$ cat src/rtl/debug_regfile_dump_sequencer_pkg.sv
// -----------------------------------------------------------------------------
// debug_regfile_dump_sequencer_pkg
// Shared definitions for the debug register-file dump path: FSM state
// encodings, request-select field layout, default idle select value and the
// frame-to-byte ratio helper.
// -----------------------------------------------------------------------------
package debug_regfile_dump_sequencer_pkg;

    // Request select layout: {match bit, register address}
    localparam int NB_SELECT     = 6;
    localparam int SEL_MATCH_BIT = 5;
    localparam int SEL_ADDR_MSB  = 4;
    localparam int NB_REG_ADDR   = SEL_ADDR_MSB + 1;

    // Match bit set: the regfile controller does not recognise the request
    localparam logic [NB_SELECT-1:0] DEFAULT_IDLE_SELECT = 6'b100000;

    localparam int DEFAULT_NB_CONTROL_FRAME = 32;
    localparam int DEFAULT_NB_BYTE          = 8;
    localparam int BYTES_PER_FRAME          = DEFAULT_NB_CONTROL_FRAME / DEFAULT_NB_BYTE;

    typedef enum logic [2:0] {
        ST_IDLE    = 3'd0,
        ST_REQUEST = 3'd1,
        ST_CAPTURE = 3'd2,
        ST_SEND    = 3'd3,
        ST_DONE    = 3'd4
    } dump_state_e;

    function automatic int bytes_per_frame(input int nb_frame, input int nb_byte);
        return nb_frame / nb_byte;
    endfunction

    function automatic logic [NB_SELECT-1:0] make_select(input logic [NB_REG_ADDR-1:0] addr);
        return {1'b0, addr};
    endfunction

endpackage

$ cat src/rtl/debug_regfile_dump_sequencer_if.sv
// -----------------------------------------------------------------------------
// debug_regfile_dump_sequencer_if
// Bundles the controller-side request/response signals and the TX byte
// valid/ready handshake.
//   master : the dump sequencer (drives select and TX byte stream)
//   slave  : the controller + TX side (returns frame/writing, drives ready)
// Signals:
//   o_request_select        {match bit, reg addr} to the controller
//   i_frame_from_controller frame for the currently selected address
//   i_writing               controller acknowledge (registered match)
//   o_tx_data / o_tx_valid  byte to TX and its valid
//   i_tx_ready              TX can accept a byte
// -----------------------------------------------------------------------------
interface debug_regfile_dump_sequencer_if
    import debug_regfile_dump_sequencer_pkg::*;
#(
    parameter int NB_CONTROL_FRAME = DEFAULT_NB_CONTROL_FRAME,
    parameter int NB_BYTE          = DEFAULT_NB_BYTE
);
    logic [NB_SELECT-1:0]        o_request_select;
    logic [NB_CONTROL_FRAME-1:0] i_frame_from_controller;
    logic                        i_writing;
    logic [NB_BYTE-1:0]          o_tx_data;
    logic                        o_tx_valid;
    logic                        i_tx_ready;

    modport master (
        output o_request_select,
        output o_tx_data,
        output o_tx_valid,
        input  i_frame_from_controller,
        input  i_writing,
        input  i_tx_ready
    );

    modport slave (
        input  o_request_select,
        input  o_tx_data,
        input  o_tx_valid,
        output i_frame_from_controller,
        output i_writing,
        output i_tx_ready
    );
endinterface

$ cat src/rtl/debug_frame_byte_serializer.sv
// -----------------------------------------------------------------------------
// debug_frame_byte_serializer
// Loads a parallel frame and streams it MSB byte first over a valid/ready
// handshake. Pulses o_last in the cycle the final byte is accepted.
// Ports:
//   i_clock, i_reset  clock, synchronous active-high reset
//   i_load, i_frame   parallel load (starts a new frame, raises valid)
//   i_tx_ready        downstream ready
//   o_tx_data         registered byte currently presented
//   o_tx_valid        registered byte valid
//   o_last            combinational: last byte transferred on this edge
// -----------------------------------------------------------------------------
module debug_frame_byte_serializer
    import debug_regfile_dump_sequencer_pkg::*;
#(
    parameter int NB_CONTROL_FRAME = DEFAULT_NB_CONTROL_FRAME,
    parameter int NB_BYTE          = DEFAULT_NB_BYTE
) (
    input  logic                        i_clock,
    input  logic                        i_reset,
    input  logic                        i_load,
    input  logic [NB_CONTROL_FRAME-1:0] i_frame,
    input  logic                        i_tx_ready,
    output logic [NB_BYTE-1:0]          o_tx_data,
    output logic                        o_tx_valid,
    output logic                        o_last
);
    localparam int N_BYTES = bytes_per_frame(NB_CONTROL_FRAME, NB_BYTE);
    localparam int NB_CNT  = (N_BYTES > 1) ? $clog2(N_BYTES) : 1;
    localparam logic [NB_CNT-1:0] LAST_CNT = NB_CNT'(N_BYTES - 1);

    logic [NB_CONTROL_FRAME-1:0] shift_q, shift_d;
    logic [NB_CNT-1:0]           cnt_q, cnt_d;
    logic                        valid_q, valid_d;
    logic                        xfer;
    logic                        last_byte;

    assign xfer      = valid_q & i_tx_ready;
    assign last_byte = (cnt_q == LAST_CNT);

    always_comb begin
        shift_d = shift_q;
        cnt_d   = cnt_q;
        valid_d = valid_q;
        if (i_load) begin
            shift_d = i_frame;
            cnt_d   = '0;
            valid_d = 1'b1;
        end else if (xfer) begin
            if (last_byte) begin
                valid_d = 1'b0;
            end else begin
                // Next byte moves into the MSB slot, so back-to-back
                // transfers need no extra cycle.
                shift_d = shift_q << NB_BYTE;
                cnt_d   = cnt_q + 1'b1;
            end
        end
    end

    always_ff @(posedge i_clock) begin
        if (i_reset) begin
            shift_q <= '0;
            cnt_q   <= '0;
            valid_q <= 1'b0;
        end else begin
            shift_q <= shift_d;
            cnt_q   <= cnt_d;
            valid_q <= valid_d;
        end
    end

    assign o_tx_data  = shift_q[NB_CONTROL_FRAME-1 -: NB_BYTE];
    assign o_tx_valid = valid_q;
    assign o_last     = xfer & last_byte;

endmodule

$ cat src/rtl/debug_regfile_dump_sequencer.sv
// -----------------------------------------------------------------------------
// debug_regfile_dump_sequencer
// On i_start walks register addresses 0..N_REGS-1, requests each from the
// regfile controller, captures the returned frame once i_writing acknowledges
// and streams it MSB byte first to the UART TX.
// Ports:
//   i_clock, i_reset  clock, synchronous active-high reset
//   i_start           single-cycle dump request (ignored unless idle)
//   bus               controller request/response and TX byte handshake
//   o_busy            high in every state except IDLE
//   o_done            one-cycle pulse at the end of a dump
//   o_error           sticky acknowledge-timeout flag
// -----------------------------------------------------------------------------
module debug_regfile_dump_sequencer
    import debug_regfile_dump_sequencer_pkg::*;
#(
    parameter int                   NB_CONTROL_FRAME = DEFAULT_NB_CONTROL_FRAME,
    parameter int                   NB_BYTE          = DEFAULT_NB_BYTE,
    parameter int                   N_REGS           = 32,
    parameter int                   NB_TIMEOUT       = 4,
    parameter logic [NB_SELECT-1:0] IDLE_SELECT      = DEFAULT_IDLE_SELECT
) (
    input  logic                           i_clock,
    input  logic                           i_reset,
    input  logic                           i_start,
    debug_regfile_dump_sequencer_if.master bus,
    output logic                           o_busy,
    output logic                           o_done,
    output logic                           o_error
);
    localparam logic [NB_REG_ADDR-1:0] LAST_ADDR = NB_REG_ADDR'(N_REGS - 1);

    dump_state_e             state_q, state_d;
    logic [NB_REG_ADDR-1:0]  addr_q, addr_d;
    logic [NB_SELECT-1:0]    sel_q, sel_d;
    logic [NB_TIMEOUT-1:0]   tmo_q, tmo_d;
    logic [NB_TIMEOUT-1:0]   tmo_inc;
    logic                    tmo_expired;
    logic                    error_q, error_d;
    logic                    done_q, done_d;
    logic                    busy_q, busy_d;
    logic                    load;
    logic                    ser_last;
    logic                    addr_last;
    logic [NB_BYTE-1:0]      ser_data;
    logic                    ser_valid;

    assign tmo_inc     = tmo_q + 1'b1;
    assign tmo_expired = &tmo_inc;
    assign addr_last   = (addr_q == LAST_ADDR);

    debug_frame_byte_serializer #(
        .NB_CONTROL_FRAME (NB_CONTROL_FRAME),
        .NB_BYTE          (NB_BYTE)
    ) u_serializer (
        .i_clock    (i_clock),
        .i_reset    (i_reset),
        .i_load     (load),
        .i_frame    (bus.i_frame_from_controller),
        .i_tx_ready (bus.i_tx_ready),
        .o_tx_data  (ser_data),
        .o_tx_valid (ser_valid),
        .o_last     (ser_last)
    );

    // State register plus the registered outputs derived from next state
    always_ff @(posedge i_clock) begin
        if (i_reset) begin
            state_q <= ST_IDLE;
            addr_q  <= '0;
            sel_q   <= IDLE_SELECT;
            tmo_q   <= '0;
            error_q <= 1'b0;
            done_q  <= 1'b0;
            busy_q  <= 1'b0;
        end else begin
            state_q <= state_d;
            addr_q  <= addr_d;
            sel_q   <= sel_d;
            tmo_q   <= tmo_d;
            error_q <= error_d;
            done_q  <= done_d;
            busy_q  <= busy_d;
        end
    end

    // Next-state logic
    always_comb begin
        state_d = state_q;
        case (state_q)
            ST_IDLE:    if (i_start) state_d = ST_REQUEST;
            // One settle cycle so the controller's registered flag and data
            // belong to the newly selected address.
            ST_REQUEST: state_d = ST_CAPTURE;
            ST_CAPTURE: begin
                if (bus.i_writing)    state_d = ST_SEND;
                else if (tmo_expired) state_d = ST_DONE;
            end
            ST_SEND: begin
                if (ser_last) state_d = addr_last ? ST_DONE : ST_REQUEST;
            end
            ST_DONE:    state_d = ST_IDLE;
            default:    state_d = ST_IDLE;
        endcase
    end

    // Output / datapath next values
    always_comb begin
        addr_d  = addr_q;
        sel_d   = sel_q;
        tmo_d   = tmo_q;
        error_d = error_q;
        load    = 1'b0;
        case (state_q)
            ST_IDLE: begin
                sel_d = IDLE_SELECT;
                if (i_start) begin
                    addr_d  = '0;
                    error_d = 1'b0;
                    sel_d   = make_select('0);
                end
            end
            ST_REQUEST: tmo_d = '0;
            ST_CAPTURE: begin
                if (bus.i_writing) begin
                    load = 1'b1;
                end else begin
                    tmo_d = tmo_inc;
                    if (tmo_expired) begin
                        error_d = 1'b1;
                        sel_d   = IDLE_SELECT;
                    end
                end
            end
            ST_SEND: begin
                if (ser_last) begin
                    if (addr_last) begin
                        sel_d = IDLE_SELECT;
                    end else begin
                        addr_d = addr_q + 1'b1;
                        sel_d  = make_select(addr_q + 1'b1);
                    end
                end
            end
            ST_DONE:  sel_d = IDLE_SELECT;
            default:  sel_d = IDLE_SELECT;
        endcase
    end

    assign done_d = (state_d == ST_DONE);
    assign busy_d = (state_d != ST_IDLE);

    assign bus.o_request_select = sel_q;
    assign bus.o_tx_data        = ser_data;
    assign bus.o_tx_valid       = ser_valid;
    assign o_busy               = busy_q;
    assign o_done               = done_q;
    assign o_error              = error_q;

endmodule

$ cat src/flat_wrapper.sv
// flat-port wrapper written by rule: the top's interface ports become plain ports
module debug_regfile_dump_sequencer_flat import debug_regfile_dump_sequencer_pkg::*;
#(
    parameter int                   NB_CONTROL_FRAME = DEFAULT_NB_CONTROL_FRAME,
    parameter int                   NB_BYTE          = DEFAULT_NB_BYTE,
    parameter int                   N_REGS           = 32,
    parameter int                   NB_TIMEOUT       = 4,
    parameter logic [NB_SELECT-1:0] IDLE_SELECT      = DEFAULT_IDLE_SELECT
)
  (i_clock, i_reset, i_start, o_busy, o_done, o_error, bus_o_request_select, bus_o_tx_data, bus_o_tx_valid, bus_i_frame_from_controller, bus_i_writing, bus_i_tx_ready);
  debug_regfile_dump_sequencer_if #(.NB_CONTROL_FRAME(NB_CONTROL_FRAME), .NB_BYTE(NB_BYTE)) bus_i ();
  input  logic i_clock;
  input  logic i_reset;
  input  logic i_start;
  output logic o_busy;
  output logic o_done;
  output logic o_error;
  output wire logic [$bits(bus_i.o_request_select)-1:0] bus_o_request_select;
  output wire logic [$bits(bus_i.o_tx_data)-1:0] bus_o_tx_data;
  output wire logic [$bits(bus_i.o_tx_valid)-1:0] bus_o_tx_valid;
  input wire logic [$bits(bus_i.i_frame_from_controller)-1:0] bus_i_frame_from_controller;
  input wire logic [$bits(bus_i.i_writing)-1:0] bus_i_writing;
  input wire logic [$bits(bus_i.i_tx_ready)-1:0] bus_i_tx_ready;
  assign bus_o_request_select = bus_i.o_request_select;
  assign bus_o_tx_data = bus_i.o_tx_data;
  assign bus_o_tx_valid = bus_i.o_tx_valid;
  assign bus_i.i_frame_from_controller = bus_i_frame_from_controller;
  assign bus_i.i_writing = bus_i_writing;
  assign bus_i.i_tx_ready = bus_i_tx_ready;
  debug_regfile_dump_sequencer #(.NB_CONTROL_FRAME(NB_CONTROL_FRAME), .NB_BYTE(NB_BYTE), .N_REGS(N_REGS), .NB_TIMEOUT(NB_TIMEOUT), .IDLE_SELECT(IDLE_SELECT)) u_core (.i_clock(i_clock), .i_reset(i_reset), .i_start(i_start), .bus(bus_i), .o_busy(o_busy), .o_done(o_done), .o_error(o_error));
endmodule
$ cat config.mk
export PLATFORM = sky130hd
export DESIGN_NAME = debug_regfile_dump_sequencer_flat
export DESIGN_NICKNAME = d
export VERILOG_FILES = /design/src/rtl/debug_regfile_dump_sequencer_pkg.sv /design/src/rtl/debug_regfile_dump_sequencer_if.sv /design/src/rtl/debug_frame_byte_serializer.sv /design/src/rtl/debug_regfile_dump_sequencer.sv /design/src/flat_wrapper.sv
export SDC_FILE = /design/constraint.sdc
export NUM_CORES = 1
export LEC_CHECK = 0
export BUFFER_PORTS_ARGS = -buffer_cell sky130_fd_sc_hd__buf_2
export CAP_MARGIN = 10
export CORE_MARGIN = 2
export CORE_UTILIZATION = 40
export DETAILED_ROUTE_END_ITERATION = 10
export PLACE_DENSITY = 0.66
export SLEW_MARGIN = 20
export SYNTH_ARGS = -nofsm -noshare
export SYNTH_HDL_FRONTEND = slang
export SYNTH_SLANG_ARGS = --single-unit
$ cat constraint.sdc
create_clock -name i_clock -period 1.99 [get_ports i_clock]
set_clock_uncertainty 0.2 [all_clocks]
set_input_delay 0.199 -clock i_clock [delete_from_list [all_inputs] [get_ports i_clock]]
set_output_delay 0.199 -clock i_clock [all_outputs]
set_load 0.01 [all_outputs]
==> results.cfg <==
[critical_path]
critPathBufInv = 0
cp_data_required_time_ns = 1.98
slowest_delay_ns = 0.35
rrSetupSlack_ns = 0.02
crit_top_cell = a21oi_2
crit_chain = ha_2 > and3_4 > ha_4 > and3b_1 > a21oi_2 > a211o_1 > nand2_1 > a21oi_2
worstPathArrival_ns = 1.96
crit_fanout = 5
cp_top_family = simple AND/OR/NAND/NOR gates
cp-end-kind = flip-flop
start_kind = flip-flop
critical_path_class = reg2reg
startpoint = u_core.addr_q[1]$_SDFFE_PP0P_
timing.rr.start = u_core.addr_q[1]$_SDFFE_PP0P_
critPathSlowestCell = a211o_1

[timing]
rsz0062_at_grt = yes
fin_hold_ws_ns = 0.1597
final.setup.tns_ns = 0
setup_viol = 0
setup_slack_ns = 0.01765
hold_viol = 0
fmax_mhz = 507.0
min_period_over_period_pct = 99.11
finalCriticalPeriod_ns = 1.972
drv_slew = 0
worstMarginPinSlew_ns = 0.5675
slew_headroom_pct = 62.17

[logic_synthesis]
async_flop_share_pct = 0
synth_area_leader_cell = dfxtp_1
ys.flop_type = dfxtp_1
synth_edf_count = 0
ys_seq_area_share_pct = 43.45
synth_area_sq_um = 2580
ys_top_cells_by_area = dfxtp_1 (43%), mux2i_1 (9.7%), a211oi_1 (7.3%), a21oi_1 (5.2%), nor2_1 (4.7%)
ys_warn_count = 0
syn-num-nets = 333
yosys-top-cells-count = dfxtp_1 (56), nor2_1 (32), a21oi_1 (27)
yosysMostFrequentCell = dfxtp_1
synth_top_area_share_pct = 43.45
yosysUniqueCellTypes = 46
ys_ff_latch = 56
synth_area_per_cell_sq_um = 8.866
synthCells = 291

[floorplan]
start_util_pct = 41.10
die_area_sq_um = 7108
core_sq_um = 6277
dieHeight_um = 84.31
rows = 29
fp.dieW_um = 84.31
io_pins = 55

[cts]
h-tree-depth = 2
clkSinkCount = 56
path_clk_slew_ns = 0.10
root_buffer = clkbuf_8
clock_path_buffers = 2
cts_tree = built
worstSkewPairLatency_ns = 0.31
numCtsBuffers = 5

[power_and_ir_drop]
clockPowerShare_pct = 28.9
power_density_nw_per_um2 = 637.9
p_seq_share_pct = 55.7
switching_power_mw = 0.5686
internal_power_mw = 1.585
swShare_pct = 26.40
leakage_nw = 1.505
ir_drop_mv = 0.3195
power_frac_comb_pct = 15.5

[global_route]
grt_remaining_overflow = 0
grt_max_degree = 58
grt_pass1_wl_um = 10030
antenna_found_initial = 0
grt_pass1_vias = 2145
track_usage_pct = 17.26

[final_layout]
fillers = 579
area_growth_syn_to_layout_pct = 30.84
drive_gt1_share_pct = 26.49
nNetsFinal = 411
multiInputGateArea_sq_um = 1359
final_area_sq_um = 3376
fin_cells = 447
insertedDiodeCount = 0
regArea_sq_um = 1126

[placement]
gp_congestion = 0.7670
dpl_cell_area_sq_um = 2897
dp.cells = 406
dp_hpwl_um = 3783
io_buffer_count = 54
dp_slack_ns = -0.07052

[detailed_routing]
via_per_inst = 5.067
drtAntennaViolNets = 0
wirelength_um = 5986
drt-pass1-iter-count = 4
wire_per_inst_um = 13.39
drt_iter0_markers = 118
drc_errors = 0
vias = 2265

[hold_path]
min_from = bus_i_tx_ready
worst_hold_path_type = in2reg

[outcome]
status = complete, no violations

[run]
cap_violations = 0
-- logic make-up after synthesis --
group | share of synthesized area (%)
buffers and inverters | 6.159
DFF | 43.45
AOI/OAI and AO/OA | 18.04
adders and majority gates | 2.425
xor gates and xnor gates | 0.6791
muxes | 9.699
and+or+nand+nor | 19.54
-- layer usage --
| layer | global-route usage (%) | vias up | wire length [um] |
|---|---|---|---|
| met5 | 0 | - | 0 |
| met4 | 5.718 | 0 | 95 |
| met2 | 28.64 | 36 | 2760 |
| li1 | - | 1182 | - |
| met1 | 22.44 | 1038 | 2915 |
| met3 | 3.540 | 9 | 215 |
-- final cells by class --
cell class	instances	share of cell area (%)
repair buffers	99	20.87
clock inverters	2	0.4077
inverters	1	0.1112
flip-flops and latches	56	33.36
well taps	77	2.854
multi-input cells	206	40.25
clock buffers	6	2.150
-- power groups by stage --
stage | clock, mW | sequential [mW] | combinational, mW
after detailed placement | 0 | 1.22 | 0.271
final | 0.622 | 1.20 | 0.333
after floorplan | 0 | 1.22 | 0.193
after CTS | 0.646 | 1.20 | 0.324
after global placement | 0 | 1.22 | 0.269
after global routing | 0.681 | 1.21 | 0.367
-- placed cells by master, fill, tap and decap left out, drive strengths merged, types with 6 or more instances in the layout --
master and instances:
nand3 13, clkbuf 6, buf 67, mux2i 25
a211oi 25, nand2 26, o21ai 9, dfxtp 56
a21oi 28, nor2 33, dlygate4sd3 32
-- registers in the layout, summed over array words and instances (netlist names) --
register                        flops
u_core.u_serializer.shift_q        32
u_core.bus.o_request_select         6
u_core.addr_q                       5
u_core.tmo_q                        4
u_core.state_q                      3
u_core.u_serializer.cnt_q           2
u_core.o_busy                       1
u_core.o_done                       1
u_core.o_error                      1
u_core.u_serializer.o_tx_valid      1
-- path summary, 6_finish.rpt --
path / cells past startpoint / end
setup / recovery: 8 / u_core.addr_q[0]$_SDFFE_PP0P_
hold / removal: 4 / u_core.u_serializer.o_tx_valid$_SDFFE_PP0P_
setup reg to reg: 8 / u_core.addr_q[0]$_SDFFE_PP0P_
hold reg to reg: 2 / u_core.u_serializer.shift_q[3]$_SDFFE_PP0P_
-- through the flow --
stage / util [%] / power, mW
after floorplan: - / 1.411
after global placement: 46.14 / 1.491
after detailed placement: 46.14 / 1.495
after CTS: 52.82 / 2.168
after global routing: 53.78 / 2.255
final: 53.78 / 2.153
-- worst reg2reg max path, cell delays in order (launching register included) --
cell,delay (ns)
dfxtp_2,0.34
ha_2,0.18
and3_4,0.17
ha_4,0.15
and3b_1,0.24
a21oi_2,0.07
a211o_1,0.35
nand2_1,0.11
a21oi_2,0.05
-- what timing repair did --
| action | CTS | global route |
|---|---|---|
| pin swaps | 5 | 9 |
| endpoints found under the hold margin | 31 | 1 |
| endpoints found under the setup margin | 9 | 15 |
| setup buffers | 0 | 1 |
| gates resized for setup | 6 | 16 |
| hold buffers | 31 | 1 |
Note: power is estimated with default switching activity, not from simulation.
